$ cat src/rtl/ysyx_22041207_pkg.sv
// rtl/ysyx_22041207_pkg.sv - shared types and default widths for the memory arbiter
package ysyx_22041207_pkg;

    typedef enum logic [1:0] {
        ARB_IDLE   = 2'd0,
        ARB_LOCKED = 2'd1,
        ARB_BUSY   = 2'd2
    } arb_state_t;

    localparam logic OWN_IF = 1'b0;
    localparam logic OWN_LS = 1'b1;

    localparam int ARB_ADDR_W      = 64;
    localparam int ARB_DATA_W      = 64;
    localparam int ARB_MAX_IF_WAIT = 4;
    localparam int ARB_CNT_W       = 3;

endpackage

$ cat src/rtl/ysyx_22041207_arb_pick.sv
// rtl/ysyx_22041207_arb_pick.sv - combinational LS-over-IF selector with starvation override
module ysyx_22041207_arb_pick
    import ysyx_22041207_pkg::*;
#(
    parameter int MAX_IF_WAIT = ARB_MAX_IF_WAIT,
    parameter int CNT_W       = ARB_CNT_W
)
(
    input  logic             i_if_valid,
    input  logic             i_ls_valid,
    input  logic [CNT_W-1:0] i_starve_cnt,
    output logic             o_valid,
    output logic             o_owner
);

    logic w_if_forced;

    // IF only wins against LS once it has waited out MAX_IF_WAIT LS grants
    assign w_if_forced = i_if_valid && (i_starve_cnt == CNT_W'(MAX_IF_WAIT));
    assign o_valid     = i_if_valid || i_ls_valid;
    assign o_owner     = (i_ls_valid && !w_if_forced) ? OWN_LS : OWN_IF;

endmodule

$ cat src/rtl/ysyx_22041207_mem_arbiter.sv
// rtl/ysyx_22041207_mem_arbiter.sv - IF/LS single-port memory arbiter, one transaction in flight
// Optional perf counters are built when YSYX_22041207_ARB_PERF_EN is defined.
module ysyx_22041207_mem_arbiter
    import ysyx_22041207_pkg::*;
#(
    parameter int ADDR_W      = ARB_ADDR_W,
    parameter int DATA_W      = ARB_DATA_W,
    parameter int MAX_IF_WAIT = ARB_MAX_IF_WAIT,
    parameter int CNT_W       = ARB_CNT_W
)
(
    input  logic                i_clk,
    input  logic                i_rst,
    input  logic                i_if_req_valid,
    output logic                o_if_req_ready,
    input  logic [ADDR_W-1:0]   i_if_req_addr,
    input  logic                i_if_flush,
    output logic                o_if_resp_valid,
    output logic [DATA_W-1:0]   o_if_resp_data,
    input  logic                i_ls_req_valid,
    output logic                o_ls_req_ready,
    input  logic [ADDR_W-1:0]   i_ls_req_addr,
    input  logic                i_ls_req_wen,
    input  logic [DATA_W-1:0]   i_ls_req_wdata,
    input  logic [DATA_W/8-1:0] i_ls_req_wmask,
    output logic                o_ls_resp_valid,
    output logic [DATA_W-1:0]   o_ls_resp_data,
`ifdef YSYX_22041207_ARB_PERF_EN
    output logic [31:0]         o_perf_if_grants,
    output logic [31:0]         o_perf_ls_grants,
    output logic [31:0]         o_perf_if_stall,
`endif
    output logic                o_mem_req_valid,
    input  logic                i_mem_req_ready,
    output logic [ADDR_W-1:0]   o_mem_req_addr,
    output logic                o_mem_req_wen,
    output logic [DATA_W-1:0]   o_mem_req_wdata,
    output logic [DATA_W/8-1:0] o_mem_req_wmask,
    input  logic                i_mem_resp_valid,
    input  logic [DATA_W-1:0]   i_mem_resp_data
);

    arb_state_t       r_state, w_state_nxt;
    logic             r_owner, w_owner_nxt;
    logic             r_drop, w_drop_nxt;
    logic [CNT_W-1:0] r_starve_cnt, w_cnt_nxt;

    logic w_pick_valid, w_pick_owner;
    logic w_req_valid, w_req_owner;
    logic w_hs, w_if_hs, w_ls_hs, w_resp;

    ysyx_22041207_arb_pick #(
        .MAX_IF_WAIT (MAX_IF_WAIT),
        .CNT_W       (CNT_W)
    ) u_pick (
        .i_if_valid   (i_if_req_valid),
        .i_ls_valid   (i_ls_req_valid),
        .i_starve_cnt (r_starve_cnt),
        .o_valid      (w_pick_valid),
        .o_owner      (w_pick_owner)
    );

    // Fresh pick only in IDLE; LOCKED keeps the latched owner regardless of priority
    always_comb begin
        w_req_valid = 1'b0;
        w_req_owner = r_owner;
        case (r_state)
            ARB_IDLE: begin
                w_req_valid = w_pick_valid;
                w_req_owner = w_pick_owner;
            end
            ARB_LOCKED: w_req_valid = 1'b1;
            default:    w_req_valid = 1'b0;
        endcase
        if (i_rst) begin
            w_req_valid = 1'b0;
        end
    end

    assign w_hs    = w_req_valid && i_mem_req_ready;
    assign w_if_hs = w_hs && (w_req_owner == OWN_IF);
    assign w_ls_hs = w_hs && (w_req_owner == OWN_LS);
    assign w_resp  = (r_state == ARB_BUSY) && i_mem_resp_valid && !i_rst;

    assign o_mem_req_valid = w_req_valid;
    assign o_if_req_ready  = w_if_hs;
    assign o_ls_req_ready  = w_ls_hs;

    always_comb begin
        o_mem_req_addr  = '0;
        o_mem_req_wen   = 1'b0;
        o_mem_req_wdata = '0;
        o_mem_req_wmask = '0;
        if (w_req_valid) begin
            if (w_req_owner == OWN_LS) begin
                o_mem_req_addr  = i_ls_req_addr;
                o_mem_req_wen   = i_ls_req_wen;
                o_mem_req_wdata = i_ls_req_wdata;
                o_mem_req_wmask = i_ls_req_wmask;
            end else begin
                o_mem_req_addr  = i_if_req_addr;
            end
        end
    end

    // A flush landing on the response cycle kills it as well as a pending drop
    assign o_if_resp_valid = w_resp && (r_owner == OWN_IF) && !r_drop && !i_if_flush;
    assign o_ls_resp_valid = w_resp && (r_owner == OWN_LS);
    assign o_if_resp_data  = o_if_resp_valid ? i_mem_resp_data : '0;
    assign o_ls_resp_data  = o_ls_resp_valid ? i_mem_resp_data : '0;

    always_comb begin
        w_state_nxt = r_state;
        w_owner_nxt = r_owner;
        w_drop_nxt  = r_drop;
        w_cnt_nxt   = r_starve_cnt;
        case (r_state)
            ARB_IDLE: begin
                if (w_req_valid) begin
                    w_owner_nxt = w_req_owner;
                    w_state_nxt = i_mem_req_ready ? ARB_BUSY : ARB_LOCKED;
                end
            end
            ARB_LOCKED: begin
                if (i_mem_req_ready) begin
                    w_state_nxt = ARB_BUSY;
                end
            end
            ARB_BUSY: begin
                if (i_mem_resp_valid) begin
                    w_state_nxt = ARB_IDLE;
                end
            end
            default: w_state_nxt = ARB_IDLE;
        endcase

        if (w_resp && (r_owner == OWN_IF)) begin
            w_drop_nxt = 1'b0;
        end else if (i_if_flush && (r_owner == OWN_IF) && (r_state != ARB_IDLE)) begin
            w_drop_nxt = 1'b1;
        end

        if (w_if_hs) begin
            w_cnt_nxt = '0;
        end else if (w_ls_hs && i_if_req_valid && (r_starve_cnt != CNT_W'(MAX_IF_WAIT))) begin
            w_cnt_nxt = r_starve_cnt + CNT_W'(1);
        end
    end

    always_ff @(posedge i_clk) begin
        if (i_rst) begin
            r_state      <= ARB_IDLE;
            r_owner      <= OWN_IF;
            r_drop       <= 1'b0;
            r_starve_cnt <= '0;
        end else begin
            r_state      <= w_state_nxt;
            r_owner      <= w_owner_nxt;
            r_drop       <= w_drop_nxt;
            r_starve_cnt <= w_cnt_nxt;
        end
    end

`ifdef YSYX_22041207_ARB_PERF_EN
    always_ff @(posedge i_clk) begin
        if (i_rst) begin
            o_perf_if_grants <= '0;
            o_perf_ls_grants <= '0;
            o_perf_if_stall  <= '0;
        end else begin
            if (w_if_hs) begin
                o_perf_if_grants <= o_perf_if_grants + 32'd1;
            end
            if (w_ls_hs) begin
                o_perf_ls_grants <= o_perf_ls_grants + 32'd1;
            end
            if (i_if_req_valid && !o_if_req_ready) begin
                o_perf_if_stall <= o_perf_if_stall + 32'd1;
            end
        end
    end
`endif

endmodule

$ cat config.mk
export PLATFORM = sky130hd
export DESIGN_NAME = ysyx_22041207_mem_arbiter
export DESIGN_NICKNAME = d
export VERILOG_FILES = /design/src/rtl/ysyx_22041207_pkg.sv /design/src/rtl/ysyx_22041207_arb_pick.sv /design/src/rtl/ysyx_22041207_mem_arbiter.sv
export SDC_FILE = /design/constraint.sdc
export NUM_CORES = 1
export LEC_CHECK = 0
export CAP_MARGIN = 20
export CORE_AREA = 2 2 212 214
export CTS_BUF_LIST = sky130_fd_sc_hd__clkbuf_8 sky130_fd_sc_hd__clkbuf_16
export CTS_CLUSTER_SIZE = 16
export DETAILED_ROUTE_END_ITERATION = 10
export DIE_AREA = 0 0 214 216
export SLEW_MARGIN = 30
export SYNTH_ARGS = -nofsm -noshare
export SYNTH_HDL_FRONTEND = slang
export SYNTH_SLANG_ARGS = --single-unit
$ cat constraint.sdc
create_clock -name i_clk -period 2 [get_ports i_clk]
set_input_delay 0.2 -clock i_clk [delete_from_list [all_inputs] [get_ports i_clk]]
set_output_delay 0.2 -clock i_clk [all_outputs]
set_load 0.03 [all_outputs]
Word level (Yosys, flattened, before mapping)
Index checks and enable logic that the tools add are counted.
{"block": "totals", "out_inout_bits": 270, "input_bits": 272, "elab_cells": 59, "reg_bits": 7}
{"block": "op_classes", "n_reduce_logical": 26, "bitwise": 2, "n_eq_ne": 7, "muxes": 19, "add_sub_neg": 1}
{"operator": "two-way mux 64 bit", "n": 6}
{"operator": "two-way mux 8 bit", "n": 2}
{"operator": "logical AND 1 bit", "n": 15}
{"operator": "two-way mux 2 bit", "n": 4}
{"operator": "!= test 2 bit (second input constant)", "n": 3}
{"operator": "case mux 2 bit (3 select lines)", "n": 1}
{"operator": "two-way mux 1 bit", "n": 5}
{"operator": "logical NOT 1 bit", "n": 4}
{"operator": "OR reduction 2 bit", "n": 2}
{"operator": "adder 3 x 1 -> 3 bit (second input constant)", "n": 1}
{"operator": "equality test 3 bit (second input constant)", "n": 1}
{"operator": "!= test 3 bit (second input constant)", "n": 1}
{"operator": "AND reduction 3 bit", "n": 1}
{"operator": "equality test 2 x 1 -> 1 bit (second input constant)", "n": 1}
{"operator": "equality test 2 bit (second input constant)", "n": 1}
{"operator": "logical NOT 2 bit", "n": 1}
{"operator": "NOT 1 bit", "n": 2}
{"operator": "case mux 1 bit (2 select lines)", "n": 1}
{"operator": "AND reduction 2 bit", "n": 1}
{"operator": "nonzero test 2 bit", "n": 1}
{"operator": "logical OR 1 bit", "n": 1}

Logic depth before layout (Yosys ltp)
{"block": "logic_depth", "word_depth": 9, "ltp_mapped": 8, "ltp_nobuf": 6}

Hierarchy
Synthesis repeated with hierarchy kept, for this count alone.
{"block": "hier_totals", "cells_unflattened": 501, "area_unflattened_um2": 2761.4}
{"module": "ysyx_22041207_mem_arbiter", "area_each_um2": 2742.6, "instances": 1, "cells_per_inst": 498, "seq_area_each_um2": 140.1}
{"module": "ysyx_22041207_arb_pick", "area_each_um2": 18.8, "instances": 1, "cells_per_inst": 3, "seq_area_each_um2": 0.0}

Worst setup path before layout
No wires, ideal clock.
{"block": "synth_timing", "kind": "register -> output", "start": "register r_starve_cnt[0]", "end": "output o_mem_req_addr[44]", "arrival_time_ps": 1808, "slack_ps": -8, "path_buffers": 2, "stages_incl_launch_ff": 9, "cell_sequence": "dfxtp_1 -> inv_1 -> ha_1 -> nand3_1 -> a31o_2 -> buf_4 -> buf_2 -> nand2_1 -> a21oi_1"}
{"block": "synth_via", "elab_chain_len": 8}
{"item": "from (decl)", "line_no": "ysyx_22041207_mem_arbiter.sv:46", "rtl": "logic [CNT_W-1:0] r_starve_cnt, w_cnt_nxt;"}
{"item": "from (signal assigned)", "line_no": "ysyx_22041207_mem_arbiter.sv:160", "rtl": "r_starve_cnt <= w_cnt_nxt;"}
{"item": "equality test 3 bit", "line_no": "ysyx_22041207_arb_pick.sv:19", "rtl": "assign w_if_forced = i_if_valid && (i_starve_cnt == CNT_W'(MAX_IF_WAIT));"}
{"item": "logical AND 1 bit", "line_no": "ysyx_22041207_arb_pick.sv:19"}
{"item": "logical NOT 1 bit", "line_no": "ysyx_22041207_arb_pick.sv:21", "rtl": "assign o_owner = (i_ls_valid && !w_if_forced) ? OWN_LS : OWN_IF;"}
{"item": "logical AND 1 bit", "line_no": "ysyx_22041207_arb_pick.sv:21"}
{"item": "two-way mux 1 bit", "line_no": "ysyx_22041207_arb_pick.sv:21"}
{"item": "two-way mux 1 bit", "line_no": "ysyx_22041207_mem_arbiter.sv:67", "rtl": "case (r_state)"}
{"item": "two-way mux 64 bit", "line_no": "ysyx_22041207_mem_arbiter.sv:95", "rtl": "if (w_req_owner == OWN_LS) begin"}
{"item": "two-way mux 64 bit", "line_no": "ysyx_22041207_mem_arbiter.sv:94", "rtl": "if (w_req_valid) begin"}
{"item": "to (decl)", "line_no": "ysyx_22041207_mem_arbiter.sv:35", "rtl": "output logic [ADDR_W-1:0] o_mem_req_addr,"}
No other way between the ends.

Final worst setup path
{"block": "layout_timing", "start": "register r_state[0]", "end": "output o_mem_req_wdata[5]"}
{"block": "layout_via", "elab_chain_len": 4}
{"item": "from (decl)", "line_no": "ysyx_22041207_mem_arbiter.sv:43", "rtl": "arb_state_t r_state, w_state_nxt;"}
{"item": "from (signal assigned)", "line_no": "ysyx_22041207_mem_arbiter.sv:157", "rtl": "r_state <= w_state_nxt;"}
{"item": "equality test 2 x 1 -> 1 bit / logical NOT 2 bit (equally long branches)", "line_no": "ysyx_22041207_mem_arbiter.sv:67"}
{"item": "case mux 1 bit (2 select lines) / two-way mux 1 bit (equally long branches)", "line_no": "ysyx_22041207_mem_arbiter.sv:67"}
{"item": "two-way mux 1 bit / two-way mux 64 bit (equally long branches)", "line_no": "ysyx_22041207_mem_arbiter.sv:75, ysyx_22041207_mem_arbiter.sv:95"}
{"item": "two-way mux 64 bit *", "line_no": "ysyx_22041207_mem_arbiter.sv:94"}
{"item": "to (decl)", "line_no": "ysyx_22041207_mem_arbiter.sv:37", "rtl": "output logic [DATA_W-1:0] o_mem_req_wdata,"}
Every way passes the cells marked *; elsewhere a longest branch is shown, timed or not.

==> results.cfg <==
[worst_setup_path]
worstSetupPathType = register to primary output
path_max_fanout = 7
end_kind = primary output
worstPathRequired_ns = 1.80
cp.arrival_ns = 1.92
crit_cells = 8
worst-r2r-cell-count = 10
cpPeakStageDelay_ns = 0.42
crit_buf_inv = 5
start_kind = register
path_delay_family = simple AND/OR/NAND/NOR gates
path_cells = buf_6, or3_4, nand2_8, buf_12, inv_8, clkbuf_16, and3_4, buf_6
crit_slowest_cell = or3_4
r2r_slack_ns = -0.04
crit_top_cell = buf_6

[timing]
rsz0062_at_grt = true
fin_crit_ns = 2.12
slew_headroom_pct = 64.3
layout_setup_ws_ns = -0.118
hold_ws_ns = 0.295
fmax_mhz = 472
finalCritPeriodShare_pct = 106
hold_viol_final = 0
drv_slew = 0
clock_skew_ns = 0.00328
worst_pin_slew_ns = 0.535
setup_viol = 195

[finish]
fillCellCount = 4681
fin_cells = 1671
drive_gt1_share_pct = 52.0
nets = 1353
final_core_util_pct = 25.2
area_growth_pct = 289

[routing]
drt_iter0_markers = 282
postRouteWirelength_um = 27100
via_per_inst = 3.60
wl_per_cell_um = 16.2
first_pass_iters = 4
drc = 0
via_count = 6019
ant_nets = 0

[synth]
synthDistinctLibCells = 33
yosys_warnings = 0
synthTopCellsByCount = 137 x and3_1, 136 x nand2_1, 66 x a21oi_1
netlist_instances = 510
synth_top_cell_by_area = and3_1
synth_edf_count = 0
ys_ff_latch = 7
synth_area_leaders = and3_1 30%, nand2_1 18%, and2_1 14%
async_reset_ff_share_pct = 0
netlist_area_um2 = 2840
ys.flop_type = dfxtp_1
ys_seq_area_share_pct = 4.94
synth_nets = 784
synth_top_area_share_pct = 30.2
yosysMostFrequentCell = and3_1
syn_area_per_cell_um2 = 5.56

[pwr]
p_sw_share_pct = 42.8
cellLeakagePower_nw = 4.98
power_frac_seq_pct = 5.0
combPwrFrac_pct = 83.8
peakVddDrop_v = 0.000240
intPower_w = 0.00177
p_clk_share_pct = 11.2
powerDensity_nw_per_um2 = 280
switchingPower_w = 0.00132

[die]
die_h_um = 216
start_util_pct = 6.47
die_area_um2 = 46200
pin_count = 542
num_rows = 77
chipWidth_um = 214
core_area_um2 = 43800

[hold_path]
hold_path_depth = 4
hold_path_class = primary input to register

[global_routing]
overflow = 0
grt_pass1_vias = 5736
track_usage_pct = 9.34
antenna_found_initial = 3
grt_max_degree = 67
grt_pass1_wl_um = 33900

[clock_tree]
cts_tree = yes
cts_num_sinks = 7
clock_latency_ns = 0.24
cts_root_buffer = clkbuf_16
h-tree-depth = 1
numCtsBuffers = 3
ctsHoldBuffers = 0
clkTransAtPathRegs_ns = 0.04
clock_path_buffers = 2

[run_status]
violations = setup timing
status = complete, but fails checks

[placement]
dp.cells = 1629
hpwl_um = 18900
gp_congestion = 0.897
port_buffers = 541

[flow_run]
cap_violations = 0
[worst paths after layout]
check / startpoint / endpoint
setup / recovery: r_state[0] / o_mem_req_wdata[5]
hold / removal: i_mem_resp_valid / r_state[1]
setup reg to reg: r_starve_cnt[0] / r_starve_cnt[2]
hold reg to reg: r_drop / r_drop
[metrics by stage]
step | cell area (um2) | TNS (ns) | total power, W | worst slack [ns]
after floorplan | 3060 | 0 | 0.00108 | 0.00706
after global placement | 9110 | -5.18 | 0.00223 | -0.127
after detailed placement | 9110 | -6.92 | 0.00224 | -0.157
after CTS | 9820 | -5.38 | 0.00283 | -0.0907
after global routing | 11000 | -20.87 | 0.00324 | -0.150
final | 11000 | -8.77 | 0.00309 | -0.118
[cells in the final DEF (no fill, tap or decap), types with 7 or more instances in the layout]
| master | n |
|---|---|
| a21oi_2 | 61 |
| clkbuf_16 | 15 |
| and2_4 | 48 |
| clkdlybuf4s50_1 | 269 |
| buf_12 | 46 |
| and3_4 | 46 |
| and2_1 | 17 |
| buf_4 | 135 |
| buf_16 | 7 |
| nand2_4 | 8 |
| nand2_2 | 20 |
| and3_1 | 91 |
| buf_8 | 7 |
| nand2_1 | 107 |
| buf_6 | 145 |
[power by group through the flow]
stage / sequential [W] / clock, W / combinational, W
5_1_grt: 0.000156 / 0.000356 / 0.00273
6_report: 0.000155 / 0.000345 / 0.00259
3_3_place_gp: 0.000156 / 0 / 0.00207
3_5_place_dp: 0.000156 / 0 / 0.00209
4_1_cts: 0.000155 / 0.000350 / 0.00233
2_1_floorplan: 0.000155 / 0 / 0.000930
[cells by family (layout without fill, tap and decap cells)]
logic type	Yosys count	in the layout	share of synthesized area, %
AOI/OAI and AO/OA	77	77	14.5
adders and majority gates	2	2	0.882
buffers and inverters	65	633	12.4
DFF	7	7	4.94
other	0	1	0
and+or+nand+nor	359	359	67.3
[sequential cells by signal, indices dropped and copies added, names as in the netlist]
register	count
r_starve_cnt	3
r_state	2
r_drop	1
r_owner	1
[worst reg2reg max path: stages, from the launching register on]
cell and delay [ns]:
dfxtp_2 0.33, inv_2 0.05, ha_4 0.17, nand3_4 0.09, a31oi_4 0.11, buf_6 0.13, buf_8 0.12, buf_16 0.15
buf_4 0.14, or4_1 0.50, a31oi_1 0.17
[per-layer routing]
layer,part of all wire (%),GRT usage [%],vias to the layer above
li1,-,-,2853
met1,39,11.1,2785
met2,52,17.0,355
met3,7.4,1.63,26
met4,1.8,2.77,0
met5,0,0,-
[cell type report]
class                   instances  area [um2]  share of cell area [%]
repair buffers                623        6880                    62.3
multi-input cells             438        3140                    28.5
well taps                     592         741                    6.71
flip-flops and latches          7         149                    1.35
clock buffers                   3        75.1                   0.680
inverters                       5        31.3                   0.283
repair inverters                1        11.3                   0.102
clock inverters                 1        3.75                  0.0340
diodes                          1        2.50                  0.0227
[timing repair]
action	CTS	global route
gates resized for setup	106	225
endpoints found under the setup margin	203	223
pin swaps	9	57
buffers inserted	7	8
cloned	6	19
No activity file was read; power rests on OpenSTA's default activity.
==> RTL edit (same flow settings) <==
Change the package constant `ARB_ADDR_W` from 64 to 72.
--- a/src/rtl/ysyx_22041207_pkg.sv
+++ b/src/rtl/ysyx_22041207_pkg.sv
@@ -10,7 +10,7 @@
     localparam logic OWN_IF = 1'b0;
     localparam logic OWN_LS = 1'b1;
 
-    localparam int ARB_ADDR_W      = 64;
+    localparam int ARB_ADDR_W      = 72;
     localparam int ARB_DATA_W      = 64;
     localparam int ARB_MAX_IF_WAIT = 4;
     localparam int ARB_CNT_W       = 3;
Ports: changed (resized i_if_req_addr, i_ls_req_addr and o_mem_req_addr); port bits go from 542 to 566. No check against the original RTL was run, so the function may have changed too.
==> RTL edit against the original RTL <==
Highest routed layer is now met5. Setup slack lost 0.076 ns. Sequential cell count unchanged. The flow still finishes with violations (setup timing). Count of clock-buffer cells in the layout unchanged. Power grew 13%. Non-clock buffer count is 50 higher. Area after synthesis rose by 3.6%. Largest power group unchanged. Critical path type unchanged. Largest cell class unchanged. Wire length rose by 5.6%. Global-route usage rose by 0.98 points. Final area up 12%.
==> RTL edit: results (changes against the original RTL) <==
stage	metric	value	unit	change
outcome	status	finished with violations		
outcome	violated checks	setup timing		
yosys	syn nets	827		+5.5%
global_routing	Tot GR Track Use	0.103		+0.00978
worst_setup_path	delay of the slowest critical-path stage	0.32	ns	-0.10 ns
yosys	Synth Area in Compound Gates	0.153		+0.00857
hold_path	Hold Startpoint	r_state[1]		
hold_path	HP Class	flip-flop to flip-flop		
cts	post-CTS sizing	702		+560%
yosys	Synth Area per Inst	5.47	um^2	-1.6%
power_and_ir_drop	clock group share of total power	0.098		-0.014
layout	fraction of layout cells with a size suffix above 1	0.576		+0.0556
placement	GP Congestion	0.900		+0.30%
yosys	most frequent cell after synthesis	nand2_1		
global_routing	vias in the first global route	6489		+13%
placement	Detail Placement HPWL	18900	um	about the same
route	via/cell ratio	3.73		+3.5%
power_and_ir_drop	Int Pwr	1970	uW	+12%
worst_setup_path	Slowest-stage cell, CP	dfxtp_2		
yosys	Netlist cell types	35		+6.1%
layout	Final nets	1442		+6.6%
yosys	post-synthesis sequential area ratio	0.0477		-0.00172
power_and_ir_drop	combinational cell power	2990	uW	+15%
cts	Post-CTS Setup Bufs	29		+22
worst_setup_path	critical path data arrival time	1.99	ns	+0.07 ns
timing	Final WS setup	-0.194	ns	-0.0759 ns
timing	final setup vio count	136		-30%
power_and_ir_drop	Peak VDD IR	0.000311	V	+30%
layout	fin cells	1743		+4.3%
global_routing	initial antenna violation count	2		-1
placement	port buffer count	565		+4.4%
yosys	top cells by count, synth	nand2_1, and3_1, a21oi_1		
layout	FILL cells	4533		-3.2%
route	Iter 0 DRT Violations	225		-20%
worst_setup_path	crit-path leading delay family	buffers and inverters		
RTL edit: cell count changes after synthesis, sizes merged:
cell | unedited run | this run
a21oi | 66 | 74
buf | 35 | 40
clkbuf | 25 | 23
nand2 | 136 | 152
RTL edit: worst paths after layout:
check | end | slack, ns | cells after the start
hold / removal | r_state[1] | 0.54 | 2
setup / recovery | o_mem_req_addr[53] | -0.19 | 11
hold reg to reg | r_state[1] | 0.54 | 2
setup reg to reg | r_starve_cnt[0] | -0.01 | 13
RTL edit: area by class of cell:
cell class	instances	area [um^2]	share of cell area
timing repair buffer	673	7710	0.622
multi-input combinational	462	3700	0.298
clock inverter	1	3.75	0.000303
tap	592	741	0.0598
inverter	5	18.8	0.00151
sequential	7	146	0.0118
clock buffer	3	75.1	0.00606
RTL edit: metal layers:
| metal | GRT usage | vias up | share of wire |
|---|---|---|---|
| li1 | - | 3044 | - |
| met1 | 0.121 | 3094 | 0.39 |
| met2 | 0.200 | 325 | 0.53 |
| met3 | 0.0137 | 31 | 0.058 |
| met4 | 0.0186 | 2 | 0.015 |
| met5 | 0 | - | 0.00045 |
RTL edit: per-stage QoR:
step / setup WS, ns / util / setup TNS [ns]
after floorplan: 0.00773 / - / 0
after global placement: -0.319 / 0.210 / -46.17
after detailed placement: -0.337 / 0.210 / -47.42
after CTS: -0.205 / 0.250 / -22.50
after global routing: -0.285 / 0.283 / -30.56
final: -0.194 / 0.283 / -17.22
RTL edit: cells by family (layout without fill, tap and decap cells):
family          count (synthesis)  in the layout
simple gates                  375            375
compound gates                 85             85
flops                           7              7
fa+ha+maj                       2              2
buf+inv                        68            682
RTL edit: worst register-to-register path, delay by kind of cell (launching register included):
family	cells	cell delay [ns]
AOI/OAI and AO/OA	1	0.16
and+or+nand+nor	1	0.30
DFF	1	0.33
buffers and inverters	11	1.15
